File: config.mk
export PLATFORM = sky130hd
export DESIGN_NAME = mipi_lane_deskew_ctrl_flat
export DESIGN_NICKNAME = d
export VERILOG_FILES = /design/src/rtl/mipi_lane_deskew_ctrl_if.sv /design/src/rtl/mipi_lane_deskew_ctrl.sv /design/src/flat_wrapper.sv
export SDC_FILE = /design/constraint.sdc
export NUM_CORES = 1
export LEC_CHECK = 0
export CAP_MARGIN = 20
export CORE_ASPECT_RATIO = 1.75
export CORE_MARGIN = 2
export CORE_UTILIZATION = 52
export CTS_CLUSTER_SIZE = 8
export DETAILED_ROUTE_END_ITERATION = 6
export PLACE_DENSITY = 0.76
export SYNTH_ARGS = -nofsm -noshare
export SYNTH_HDL_FRONTEND = slang
export SYNTH_SLANG_ARGS = --single-unit
File: constraint.sdc
create_clock -name clk_i -period 3.9 [get_ports clk_i]
set_clock_uncertainty 0.1 [all_clocks]
set_input_delay 0.78 -clock clk_i [delete_from_list [all_inputs] [get_ports clk_i]]
set_output_delay 0.78 -clock clk_i [all_outputs]
set_load 0.01 [all_outputs]
File: src/rtl/mipi_lane_deskew_ctrl_if.sv
// Lane-side bus of the two-lane deskew controller: raw lane bytes in, aligned pairs and status out.
// master = upstream byte aligners / lane merger side, slave = deskew controller.
interface mipi_lane_deskew_ctrl_if #(
    parameter int SKEW_W = 2
);
    logic              deskew_en;
    logic              lane1_valid;
    logic [7:0]        lane1_data_i;
    logic              lane2_valid;
    logic [7:0]        lane2_data_i;
    logic              align_lane_vld;
    logic [7:0]        lane1_data_o;
    logic [7:0]        lane2_data_o;
    logic              locked;
    logic              skew_err;
    logic              skew_lead;
    logic [SKEW_W-1:0] skew_val;

    modport master (
        output deskew_en, lane1_valid, lane1_data_i, lane2_valid, lane2_data_i,
        input  align_lane_vld, lane1_data_o, lane2_data_o, locked, skew_err,
               skew_lead, skew_val
    );

    modport slave (
        input  deskew_en, lane1_valid, lane1_data_i, lane2_valid, lane2_data_i,
        output align_lane_vld, lane1_data_o, lane2_data_o, locked, skew_err,
               skew_lead, skew_val
    );
endinterface

File: src/rtl/mipi_lane_deskew_ctrl.sv
// Two-lane MIPI RX deskew: finds the sync byte per lane, measures skew, delays the leading lane.
// Optional DESKEW_STRIP_SYNC_EN: suppress the aligned sync beat on the output.
module mipi_lane_deskew_ctrl #(
    parameter logic [7:0] SYNC_BYTE = 8'hB8,
    parameter int         MAX_SKEW  = 3,
    parameter int         SKEW_W    = 2
) (
    input logic                   clk_i,
    input logic                   reset,
    mipi_lane_deskew_ctrl_if.slave bus
);
    localparam int                DEPTH   = MAX_SKEW + 1;
    localparam logic [SKEW_W-1:0] MAX_CNT = SKEW_W'(MAX_SKEW);
`ifdef DESKEW_STRIP_SYNC_EN
    localparam bit STRIP_SYNC = 1'b1;
`else
    localparam bit STRIP_SYNC = 1'b0;
`endif

    typedef enum logic [1:0] {IDLE, HUNT, ALIGNED, ERROR} state_e;

    state_e            state_q, state_d;
    logic [SKEW_W-1:0] cnt_q, cnt_d;
    logic [SKEW_W-1:0] skew_val_q, skew_val_d;
    logic              skew_lead_q, skew_lead_d;
    logic              hunt_lead_q, hunt_lead_d;
    logic              first_q, first_d;
    logic              vld_q, vld_d;
    logic [7:0]        out1_q, out2_q;
    // Each tap entry is {valid, data}; tap[0] is the registered input.
    logic [8:0]        tap1_q [DEPTH];
    logic [8:0]        tap2_q [DEPTH];
    logic [8:0]        sel1, sel2;
    logic [SKEW_W-1:0] sel1_idx, sel2_idx;
    logic              sync1, sync2;

    assign sync1 = bus.lane1_valid && (bus.lane1_data_i == SYNC_BYTE);
    assign sync2 = bus.lane2_valid && (bus.lane2_data_i == SYNC_BYTE);

    // The leading lane is held back by the measured skew; bypass reads tap 0 on both lanes.
    always_comb begin
        sel1_idx = '0;
        sel2_idx = '0;
        if (bus.deskew_en) begin
            if (skew_lead_q) sel2_idx = skew_val_q;
            else             sel1_idx = skew_val_q;
        end
        sel1 = tap1_q[sel1_idx];
        sel2 = tap2_q[sel2_idx];
    end

    always_comb begin
        state_d     = state_q;
        cnt_d       = cnt_q;
        skew_val_d  = skew_val_q;
        skew_lead_d = skew_lead_q;
        hunt_lead_d = hunt_lead_q;
        first_d     = 1'b0;
        if (!bus.deskew_en) begin
            state_d = IDLE;
        end else begin
            unique case (state_q)
                IDLE: begin
                    if (sync1 && sync2) begin
                        state_d     = ALIGNED;
                        skew_val_d  = '0;
                        skew_lead_d = 1'b0;
                        first_d     = 1'b1;
                    end else if (sync1 || sync2) begin
                        state_d     = HUNT;
                        cnt_d       = SKEW_W'(1);
                        hunt_lead_d = sync2;
                    end
                end
                HUNT: begin
                    // Only the lagging lane's sync ends the hunt; repeats on the leader are ignored.
                    if (hunt_lead_q ? sync1 : sync2) begin
                        state_d     = ALIGNED;
                        skew_val_d  = cnt_q;
                        skew_lead_d = hunt_lead_q;
                        first_d     = 1'b1;
                    end else if (cnt_q == MAX_CNT) begin
                        state_d = ERROR;
                    end else begin
                        cnt_d = cnt_q + SKEW_W'(1);
                    end
                end
                ALIGNED: begin
                    if (!sel1[8] && !sel2[8])     state_d = IDLE;
                    else if (!sel1[8] || !sel2[8]) state_d = ERROR;
                end
                ERROR: begin
                    if (!bus.lane1_valid && !bus.lane2_valid) state_d = IDLE;
                end
                default: state_d = IDLE;
            endcase
        end

        if (bus.deskew_en)
            vld_d = (state_q == ALIGNED) && sel1[8] && sel2[8] && !(STRIP_SYNC && first_q);
        else
            vld_d = sel1[8];
    end

    always_ff @(posedge clk_i or posedge reset) begin
        if (reset) begin
            state_q     <= IDLE;
            cnt_q       <= '0;
            skew_val_q  <= '0;
            skew_lead_q <= 1'b0;
            hunt_lead_q <= 1'b0;
            first_q     <= 1'b0;
            vld_q       <= 1'b0;
            out1_q      <= '0;
            out2_q      <= '0;
            for (int i = 0; i < DEPTH; i++) begin
                tap1_q[i] <= '0;
                tap2_q[i] <= '0;
            end
        end else begin
            state_q     <= state_d;
            cnt_q       <= cnt_d;
            skew_val_q  <= skew_val_d;
            skew_lead_q <= skew_lead_d;
            hunt_lead_q <= hunt_lead_d;
            first_q     <= first_d;
            vld_q       <= vld_d;
            out1_q      <= sel1[7:0];
            out2_q      <= sel2[7:0];
            tap1_q[0]   <= {bus.lane1_valid, bus.lane1_data_i};
            tap2_q[0]   <= {bus.lane2_valid, bus.lane2_data_i};
            for (int i = 1; i < DEPTH; i++) begin
                tap1_q[i] <= tap1_q[i-1];
                tap2_q[i] <= tap2_q[i-1];
            end
        end
    end

    assign bus.align_lane_vld = vld_q;
    assign bus.lane1_data_o   = out1_q;
    assign bus.lane2_data_o   = out2_q;
    assign bus.locked         = (state_q == ALIGNED);
    assign bus.skew_err       = (state_q == ERROR);
    assign bus.skew_lead      = skew_lead_q;
    assign bus.skew_val       = skew_val_q;
endmodule

File: src/flat_wrapper.sv
// flat-port wrapper written by rule: the top's interface ports become plain ports
module mipi_lane_deskew_ctrl_flat 
#(
    parameter logic [7:0] SYNC_BYTE = 8'hB8,
    parameter int         MAX_SKEW  = 3,
    parameter int         SKEW_W    = 2
)
  (clk_i, reset, bus_deskew_en, bus_lane1_valid, bus_lane1_data_i, bus_lane2_valid, bus_lane2_data_i, bus_align_lane_vld, bus_lane1_data_o, bus_lane2_data_o, bus_locked, bus_skew_err, bus_skew_lead, bus_skew_val);
  mipi_lane_deskew_ctrl_if #(.SKEW_W(SKEW_W)) bus_i ();
  input logic clk_i;
  input logic reset;
  input wire logic [$bits(bus_i.deskew_en)-1:0] bus_deskew_en;
  input wire logic [$bits(bus_i.lane1_valid)-1:0] bus_lane1_valid;
  input wire logic [$bits(bus_i.lane1_data_i)-1:0] bus_lane1_data_i;
  input wire logic [$bits(bus_i.lane2_valid)-1:0] bus_lane2_valid;
  input wire logic [$bits(bus_i.lane2_data_i)-1:0] bus_lane2_data_i;
  output wire logic [$bits(bus_i.align_lane_vld)-1:0] bus_align_lane_vld;
  output wire logic [$bits(bus_i.lane1_data_o)-1:0] bus_lane1_data_o;
  output wire logic [$bits(bus_i.lane2_data_o)-1:0] bus_lane2_data_o;
  output wire logic [$bits(bus_i.locked)-1:0] bus_locked;
  output wire logic [$bits(bus_i.skew_err)-1:0] bus_skew_err;
  output wire logic [$bits(bus_i.skew_lead)-1:0] bus_skew_lead;
  output wire logic [$bits(bus_i.skew_val)-1:0] bus_skew_val;
  assign bus_i.deskew_en = bus_deskew_en;
  assign bus_i.lane1_valid = bus_lane1_valid;
  assign bus_i.lane1_data_i = bus_lane1_data_i;
  assign bus_i.lane2_valid = bus_lane2_valid;
  assign bus_i.lane2_data_i = bus_lane2_data_i;
  assign bus_align_lane_vld = bus_i.align_lane_vld;
  assign bus_lane1_data_o = bus_i.lane1_data_o;
  assign bus_lane2_data_o = bus_i.lane2_data_o;
  assign bus_locked = bus_i.locked;
  assign bus_skew_err = bus_i.skew_err;
  assign bus_skew_lead = bus_i.skew_lead;
  assign bus_skew_val = bus_i.skew_val;
  mipi_lane_deskew_ctrl #(.SYNC_BYTE(SYNC_BYTE), .MAX_SKEW(MAX_SKEW), .SKEW_W(SKEW_W)) u_core (.clk_i(clk_i), .reset(reset), .bus(bus_i));
endmodule
==> results of run 1 <==
[layer usage]
metal | GRT usage, % | part of all wire [%] | vias up
met1 | 26.49 | 41 | 1109
met3 | 4.264 | 2.8 | 11
met5 | 0 | 0 | -
met4 | 11.67 | 2.4 | 0
met2 | 34.35 | 54 | 41
li1 | - | - | 1032
[through the flow]
stage	setup WS, ps	hold WS, ps	total power [uW]	area [um2]	std cells
2_1_floorplan	486.3	245.4	1176	3420	264
6_report	949.1	274.4	2095	4207	395
3_5_place_dp	643.1	259.6	1254	3910	379
3_3_place_gp	729.8	254.7	1247	3910	379
4_1_cts	978.0	274.9	2117	4207	395
5_1_grt	755.4	278.9	2186	4207	395
[worst register-to-register path, stage by stage (launching register included)]
cell and delay, ps:
dfrtp_1 530, nand3_2 300, o311ai_0 530, a211oi_1 130
a311o_1 320, o41ai_2 300
[power by group through the flow]
stage	clock [uW]	sequential [uW]	combinational [uW]
after floorplan	0	1110	67.3
final	859	1090	142
after global placement	0	1110	140
after detailed placement	0	1110	143
after CTS	879	1090	145
after global routing	929	1100	158
[layout make-up]
cell class / count / area (um2) / area share (%)
tap: 82 / 102.6 / 2.439
inverter: 8 / 31.28 / 0.7436
sequential: 97 / 2427 / 57.70
clock inverter: 6 / 67.56 / 1.606
timing repair buffer: 45 / 455.4 / 10.83
multi-input combinational: 147 / 893.4 / 21.24
clock buffer: 10 / 229.0 / 5.443
[sequential cells by signal (all words and copies together) (netlist names)]
| name | flops |
|---|---|
| u_core.tap1_q | 36 |
| u_core.tap2_q | 36 |
| u_core.bus.lane1_data_o | 8 |
| u_core.bus.lane2_data_o | 8 |
| u_core.bus.skew_val | 2 |
| u_core.cnt_q | 2 |
| u_core.state_q | 2 |
| u_core.bus.align_lane_vld | 1 |
| u_core.bus.skew_lead | 1 |
| u_core.hunt_lead_q | 1 |
[cells in the final DEF, fill, tap and decap left out, drive strengths merged, types with 4 or more instances in the layout]
cell / instances
dfrtp: 97
clkdlybuf4s50: 42
nand2: 41
o22ai: 16
a31oi: 16
clkbuf: 10
inv: 8
nor2: 6
a21oi: 6
mux2i: 5
nor3: 4
nor2b: 4
or3: 4
[worst min path at each step]
| stage | startpoint | to | cells after the start |
|---|---|---|---|
| floorplan | u_core.tap2_q[26] | u_core.tap2_q[17] | 0 |
| global placement | u_core.tap2_q[25] | u_core.tap2_q[16] | 0 |
| detailed placement | u_core.tap1_q[21] | u_core.tap1_q[12] | 0 |
| CTS | u_core.tap1_q[22] | u_core.tap1_q[13] | 0 |
| global route | u_core.tap1_q[21] | u_core.tap1_q[12] | 0 |
| finish | u_core.tap1_q[11] | u_core.tap1_q[2] | 0 |
[logic make-up (layout without fill, tap and decap cells)]
logic type,count (synthesis),in the layout
multiplexers,5,5
AND/OR/NAND/NOR,82,82
XOR/XNOR,1,1
buffers and inverters,20,69
AO/OA/AOI/OAI,58,58
adder cells (fa/ha/maj),1,1
flip-flops,97,97
==> results.ini, run 1 <==
[timing]
min_period_ps = 2951
period_share_pct = 75.66
setup-violations-final = 0
worst_pin_slew_ps = 769.1
slew_viol_final = 0
clock.fmax_ghz = 0.3389
maxSlewHeadroom_pct = 48.67
hold_viol = 0
tns_ps = 0
grt_setup_unrepaired = no

[power]
ir_worst_vdd_uv = 250.7
combPwrFrac_pct = 6.8
p_leak_uw = 0.001804
pwr-share-clk_pct = 41.0
internal_power_uw = 1631
p_seq_share_pct = 52.2
power_switching_uw = 464.0
swShare_pct = 22.15
powerDensity_mw_per_mm2 = 497.9

[worst_setup_path]
path_depth = 6
cp.required_ps = 4040
r2r_end = u_core.state_q[1]
r2r_start = u_core.bus.skew_lead
critPathBufInv = 1
critPathKind = input pin to flip-flop
slowest_stage = clkdlybuf4s50_1
startpoint = bus_deskew_en
cp_max_fo = 13
crit_path_start_kind = input pin
arrival_ps = 3090
r2r_cells = 5
critPathCapture = u_core.state_q[1]
r2r_slack_ps = 1590
endpoint_kind = flip-flop
critPathTopFamily = compound AO/OA/AOI/OAI gates
crit_path_cell_trace = clkdlybuf4s50_1, nand3_2, o311ai_0, a211oi_1, a311o_1, o41ai_2
critical-path-max-stage-delay_ps = 730

[clock_tree]
cts_inserted_buffers = 9
root_buffer = clkbuf_16
cts_sinks = 97
cts_tree = built
cts_hold_buf = 0
cts.path.max_buffers = 2
path_clk_slew_ps = 70
cts_resized = 0
clkLatencyLatePin_ps = 340
htree_levels = 3
post_cts_buffers = 0

[synthesis]
yosys_most_used_dff = dfrtp_1
synth_compound_area_share_pct = 11.67
synth_nets = 286
synthXorXnorAreaFrac_pct = 0.2561
yosys.area.top_type = dfrtp_1
async_reset_ff_share_pct = 100.0
synth_area_leaders = dfrtp_1 (71%), nand2_1 (4.5%), a31oi_1 (2.9%)
synth_edf_count = 0
ys_ff_latch = 97
synth_fa_ha_area_share_pct = 0.3659
synth_warnings = 0
synth.top_cell.area_share_pct = 70.98
synth_cell_types = 47
synth_top_family_by_area = simple AND/OR/NAND/NOR gates
synth_common_cells = dfrtp_1 (97), nand2_1 (41), a31oi_1 (16), o22ai_1 (16), inv_1 (8)
synthMuxAreaShare_pct = 1.464
synth_simple_gate_area_share_pct = 12.37
yosysSeqAreaShare_pct = 70.98
syn_area_per_cell_um2 = 12.95
syn-cell-area_mm2 = 0.003420
synth_cells = 264
synth_most_common_cell = dfrtp_1

[detailed_routing]
drc = 0
first_pass_iters = 4
ant_nets = 0
viasPerCell = 5.552
via_count = 2193
wl_per_cell_um = 17.14
drtIter0Drc = 136
wl_um = 6769

[global_route]
antenna_found_initial = 0
grt-ovfl-total = 0
grt_start_max_net_pins = 54
grt_pass1_vias = 2294
track_usage_pct = 21.29
grt_pass1_wl_um = 11290

[min_path]
hp-class = flip-flop to flip-flop

[run]
drv_cap = 0

[placed_design]
dp_hpwl_um = 4608
port_buffers = 42
gp_congestion = 0.8870

[cells_and_area]
nFillCells = 493
num-nets-final = 330
area_growth_pct = 23.01
drive_gt1_share_pct = 8.626
finish.utilization_pct = 65.31
diodes = 0

[floorplanning]
core_mm2 = 0.006441
die_h_um = 111.3
fp-row-count = 39
dieArea_mm2 = 0.007266
die_w_um = 65.30
pin_count = 43
start_util_pct = 53.09

[run_status]
status = completed

Note: power is estimated with default switching activity, not from simulation.
==> run 2, diff against run 1 <==
- clock period: 3.9 -> 2.9 ns (I/O delays scaled with it)
==> results.ini, run 2 (synthesis results as in run 1) <==
[run_status]
status = completed

[detailed_routing]
ant_nets = 0  ; unchanged
wl_um = 6903  ; +2.0%
first_pass_iters = 4  ; unchanged
wl_per_cell_um = 17.26  ; +0.70%
via_count = 2230  ; +1.7%
drtIter0Drc = 172  ; +26%
viasPerCell = 5.575  ; +0.42%
drc = 0  ; unchanged

[cells_and_area]
area_growth_pct = 24.04
mostFrequentLayoutCells = dfrtp_1 (97), clkdlybuf4s50_1 (42), nand2_1 (41)
multiInputGateArea_um2 = 893.4  ; unchanged
ff_latch_area_mm2 = 0.002427  ; unchanged
drive_gt1_share_pct = 10.38  ; +1.8 points
layout_commonest_cell = dfrtp_1
diodes = 0  ; unchanged
reg_top3 = u_core.tap1_q (36), u_core.tap2_q (36)
final_cells = 400  ; +1.3%
nFillCells = 485  ; -1.6%
num-nets-final = 335  ; +1.5%

[global_route]
grt_pass1_wl_um = 11490  ; +1.8%
grt-ovfl-total = 0  ; unchanged
antenna_found_initial = 0  ; unchanged
met2_usage_pct = 35.44  ; +1.1 points
met3_usage_pct = 2.741  ; -1.5 points
use_met1_pct = 25.68  ; -0.81 points
grt_pass1_vias = 2310  ; +0.70%
grt_start_max_net_pins = 98  ; +81%
track_usage_pct = 21.51  ; +0.21 points
busiest_layer = met2

[timing]
tns_ps = 0  ; unchanged
hold_viol = 0  ; unchanged
hold_ws_ps = 271.5  ; -2.879 ps
clock.fmax_ghz = 0.3970
slew_viol_final = 0  ; unchanged
setup-violations-final = 0  ; unchanged
min_period_ps = 2519
maxSlewHeadroom_pct = 60.95  ; +12 points
grt_setup_unrepaired = no
period_share_pct = 86.87
worst_pin_slew_ps = 582.2  ; -186.8 ps

[clock_tree]
root_buffer = clkbuf_16
cts.path.max_buffers = 2  ; unchanged
cts_resized = 0  ; unchanged
htree_levels = 3  ; unchanged
cts_inserted_buffers = 9  ; unchanged
cts_tree = built
post_cts_buffers = 0  ; unchanged
cts_sinks = 97  ; unchanged
clkLatencyLatePin_ps = 350  ; about the same
path_clk_slew_ps = 60  ; about the same
cts_hold_buf = 0  ; unchanged

[power]
p_leak_uw = 0.001826  ; +1.2%
ir_worst_vdd_uv = 340.5  ; +36%
powerDensity_mw_per_mm2 = 657.5  ; +32%

[run]
drv_cap = 0  ; unchanged

[placed_design]
post-place-cells = 384  ; +1.3%
port_buffers = 42  ; unchanged
gp_congestion = 0.9279  ; +4.6%
dp_hpwl_um = 4611  ; about the same

[worst_setup_path]
crit_path_cell_trace = clkdlybuf4s50_1, nand3_2, o311ai_0, a211oi_1, a311o_1, o41ai_2
cp_max_fo = 7  ; -6
slowest_stage = clkdlybuf4s50_1
arrival_ps = 2660  ; -430 ps
critical-path-max-stage-delay_ps = 620  ; -110 ps
cp.required_ps = 3040  ; -1000 ps
r2r_start = u_core.bus.skew_lead
crit_path_start_kind = input pin
startpoint = bus_deskew_en
endpoint_kind = flip-flop
critPathKind = input pin to flip-flop

[floorplanning]
dieArea_mm2 = 0.007266  ; unchanged
fp-row-count = 39  ; unchanged
core_mm2 = 0.006441  ; unchanged
start_util_pct = 53.09  ; unchanged
pin_count = 43  ; unchanged
die_h_um = 111.3  ; unchanged
die_w_um = 65.30  ; unchanged

[min_path]
hp-class = flip-flop to flip-flop
hold_start = u_core.tap2_q[19]

run 2: cell types whose count changed in the layout (fill, tap and decap cells not counted), sizes merged:
cell    before  now
clkbuf      10   11
buf          3    8
bufinv       1    0
run 2: metal layers:
layer | vias up | part of all wire, %
li1 | 1037 | -
met1 | 1123 | 39
met2 | 53 | 55
met3 | 17 | 3.5
met4 | 0 | 3.4
met5 | - | 0
run 2: worst max-delay path, delay by kind of cell:
kind / cells / cell delay [ps]
and+or+nand+nor: 1 / 150
buffers and inverters: 1 / 620
AOI/OAI and AO/OA: 4 / 1310
run 2: worst paths after layout:
kind	endpoint	slack, ps	cells after the start
max reg2reg	u_core.state_q[1]	640	5
min	u_core.tap2_q[10]	270	0
max	u_core.state_q[1]	380	6
min reg2reg	u_core.tap2_q[10]	270	0
max in group asynchronous	u_core.tap2_q[35]	1720	3
min in group asynchronous	u_core.tap2_q[7]	640	3
run 2: area by class of cell:
type	count	area share (%)
Timing Repair Buffer	50	11.62
Tap cell	82	2.419
Inverter	8	0.7965
Clock inverter	5	0.9145
Clock buffer	11	5.959
Multi-Input combinational cell	147	21.06
Sequential cell	97	57.23
run 2: per-stage QoR:
step / setup slack, ps / instance area [um2] / total power (uW) / utilization, %
after floorplan: 630.2 / 3423 / 1582 / -
after global placement: 149.7 / 3950 / 1681 / 61.32
after detailed placement: 55.49 / 3950 / 1689 / 61.32
after CTS: 407.1 / 4242 / 2804 / 65.85
after global routing: 318.6 / 4242 / 2888 / 65.85
final: 380.9 / 4242 / 2789 / 65.85
run 2: power by group:
group	switching (uW)	total, uW	internal, uW
clock	495	1130	632
sequential	39.8	1470	1430
combinational	97.4	193	95.9
==> run 3, diff against run 2 <==
- CORE_UTILIZATION: 52 -> 50
- PLACE_DENSITY: 0.76 -> 0.73
- TNS_END_PERCENT: default -> 1
==> results.ini, run 3 (synthesis results as in run 1) <==
[run_status]
status = completed

[power]
p_leak_uw = 0.001841  ; +0.85%
ir_worst_vdd_uv = 380.9  ; +12%
p_total_uw = 2864  ; +2.7%
powerDensity_mw_per_mm2 = 671.5  ; +2.1%

[timing]
period_share_pct = 85.17  ; -1.7 points
worst_pin_slew_ps = 590.8  ; +8.507 ps
grt_setup_unrepaired = no
slew_viol_final = 0  ; unchanged
min_period_ps = 2470  ; -49.09 ps
hold_viol = 0  ; unchanged
setup-violations-final = 0  ; unchanged
clock.fmax_ghz = 0.4049  ; +2.0%
tns_ps = 0  ; unchanged
maxSlewHeadroom_pct = 60.38  ; -0.57 points

[placed_design]
gp_congestion = 0.9672  ; +4.2%
post-place-cells = 384  ; unchanged
dp_hpwl_um = 4671  ; +1.3%
place_area_mm2 = 0.003950  ; unchanged
port_buffers = 42  ; unchanged

[floorplanning]
pin_count = 43  ; unchanged
dieArea_mm2 = 0.007543  ; +3.8%
core_mm2 = 0.006588  ; +2.3%
die_w_um = 66.52  ; +1.9%
die_h_um = 113.4  ; +1.9%
fp-row-count = 39  ; unchanged
start_util_pct = 51.91  ; -1.2 points

[clock_tree]
clkLatencyLatePin_ps = 330  ; -20 ps
cts_tree = built
post_cts_buffers = 0  ; unchanged
cts_resized = 0  ; unchanged
root_buffer = clkbuf_16
cts_inserted_buffers = 9  ; unchanged
htree_levels = 3  ; unchanged
cts_hold_buf = 0  ; unchanged
cts.path.max_buffers = 2  ; unchanged
path_clk_slew_ps = 60  ; about the same
cts_sinks = 97  ; unchanged

[worst_setup_path]
crit_path_cell_trace = clkdlybuf4s50_1, nand3_2, o311ai_0, a211oi_1, a311o_1, o41ai_2
arrival_ps = 2600  ; -60 ps
endpoint_kind = flip-flop
slowest_stage = clkdlybuf4s50_1
cp_max_fo = 8  ; +1
crit_path_start_kind = input pin
critPathTopFamily = compound AO/OA/AOI/OAI gates
cp.required_ps = 3030  ; about the same
critPathKind = input pin to flip-flop
critPathBufInv = 1  ; unchanged
critical-path-max-stage-delay_ps = 640  ; +20 ps

[global_route]
track_usage_pct = 20.20  ; -1.3 points
grt-ovfl-total = 0  ; unchanged
grt_start_max_net_pins = 98  ; unchanged
antenna_found_initial = 0  ; unchanged
grt_pass1_wl_um = 11160  ; -2.9%
grt_pass1_vias = 2276  ; -1.5%

[detailed_routing]
via_count = 2218  ; -0.54%
drtIter0Drc = 217  ; +26%
viasPerCell = 5.559  ; -0.29%
wl_per_cell_um = 16.74  ; -3.0%
first_pass_iters = 4  ; unchanged
ant_nets = 0  ; unchanged
drc = 0  ; unchanged
wl_um = 6680  ; -3.2%

[min_path]
hp-class = flip-flop to flip-flop

[cells_and_area]
layout_commonest_cell = dfrtp_1
drive_gt1_share_pct = 10.09  ; -0.28 points
final_cells = 399  ; -0.25%
mostFrequentLayoutCells = dfrtp_1 (97), clkdlybuf4s50_1 (42), nand2_1 (41)
diodes = 0  ; unchanged
reg_top3 = u_core.tap1_q (36), u_core.tap2_q (36)
num-nets-final = 335  ; unchanged
finish.utilization_pct = 64.75  ; -1.1 points
postLayoutCellArea_mm2 = 0.004265  ; +0.56%
area_growth_pct = 24.73

[run]
drv_cap = 0  ; unchanged

run 3: power breakdown:
group	leakage [uW]	total, uW	switching (uW)	internal, uW
sequential	0.00113	1470	40.6	1430
combinational	0.000555	190	94.6	95.2
clock	0.000158	1200	449	755
run 3: per-layer routing:
metal  GRT usage, %  vias to the layer above  share of wire, %
met3          4.241                       21               2.8
met5              0                        -                 0
met1          24.55                     1107                39
met4          11.56                        0               3.8
met2          32.87                       52                54
li1               -                     1038                 -
run 3: final timing paths:
check / start / end / slack, ps / depth (start not counted)
min reg2reg: u_core.tap2_q[17] / u_core.tap2_q[8] / 270 / 0
min: u_core.tap2_q[17] / u_core.tap2_q[8] / 270 / 0
max: bus_deskew_en / u_core.state_q[1] / 430 / 6
min in group asynchronous: reset / u_core.tap2_q[14] / 650 / 3
max reg2reg: u_core.bus.skew_val[0] / u_core.state_q[1] / 720 / 5
max in group asynchronous: reset / u_core.cnt_q[0] / 1710 / 3
run 3: per-stage QoR:
| stage | hold slack [ps] | setup slack, ps |
|---|---|---|
| 2_1_floorplan | 245.4 | 630.2 |
| 3_3_place_gp | 256.5 | 156.6 |
| 3_5_place_dp | 258.6 | 91.50 |
| 4_1_cts | 272.4 | 441.5 |
| 5_1_grt | 280.4 | 334.3 |
| 6_report | 268.6 | 430.0 |
run 3: area by class of cell:
cell class / instances / area [um2]
inverter: 8 / 33.78
clock buffer: 13 / 280.3
multi-input combinational: 147 / 893.4
tap: 82 / 102.6
sequential: 97 / 2427
clock inverter: 2 / 35.03
fill: 486 / 2322
timing repair buffer: 50 / 493.0
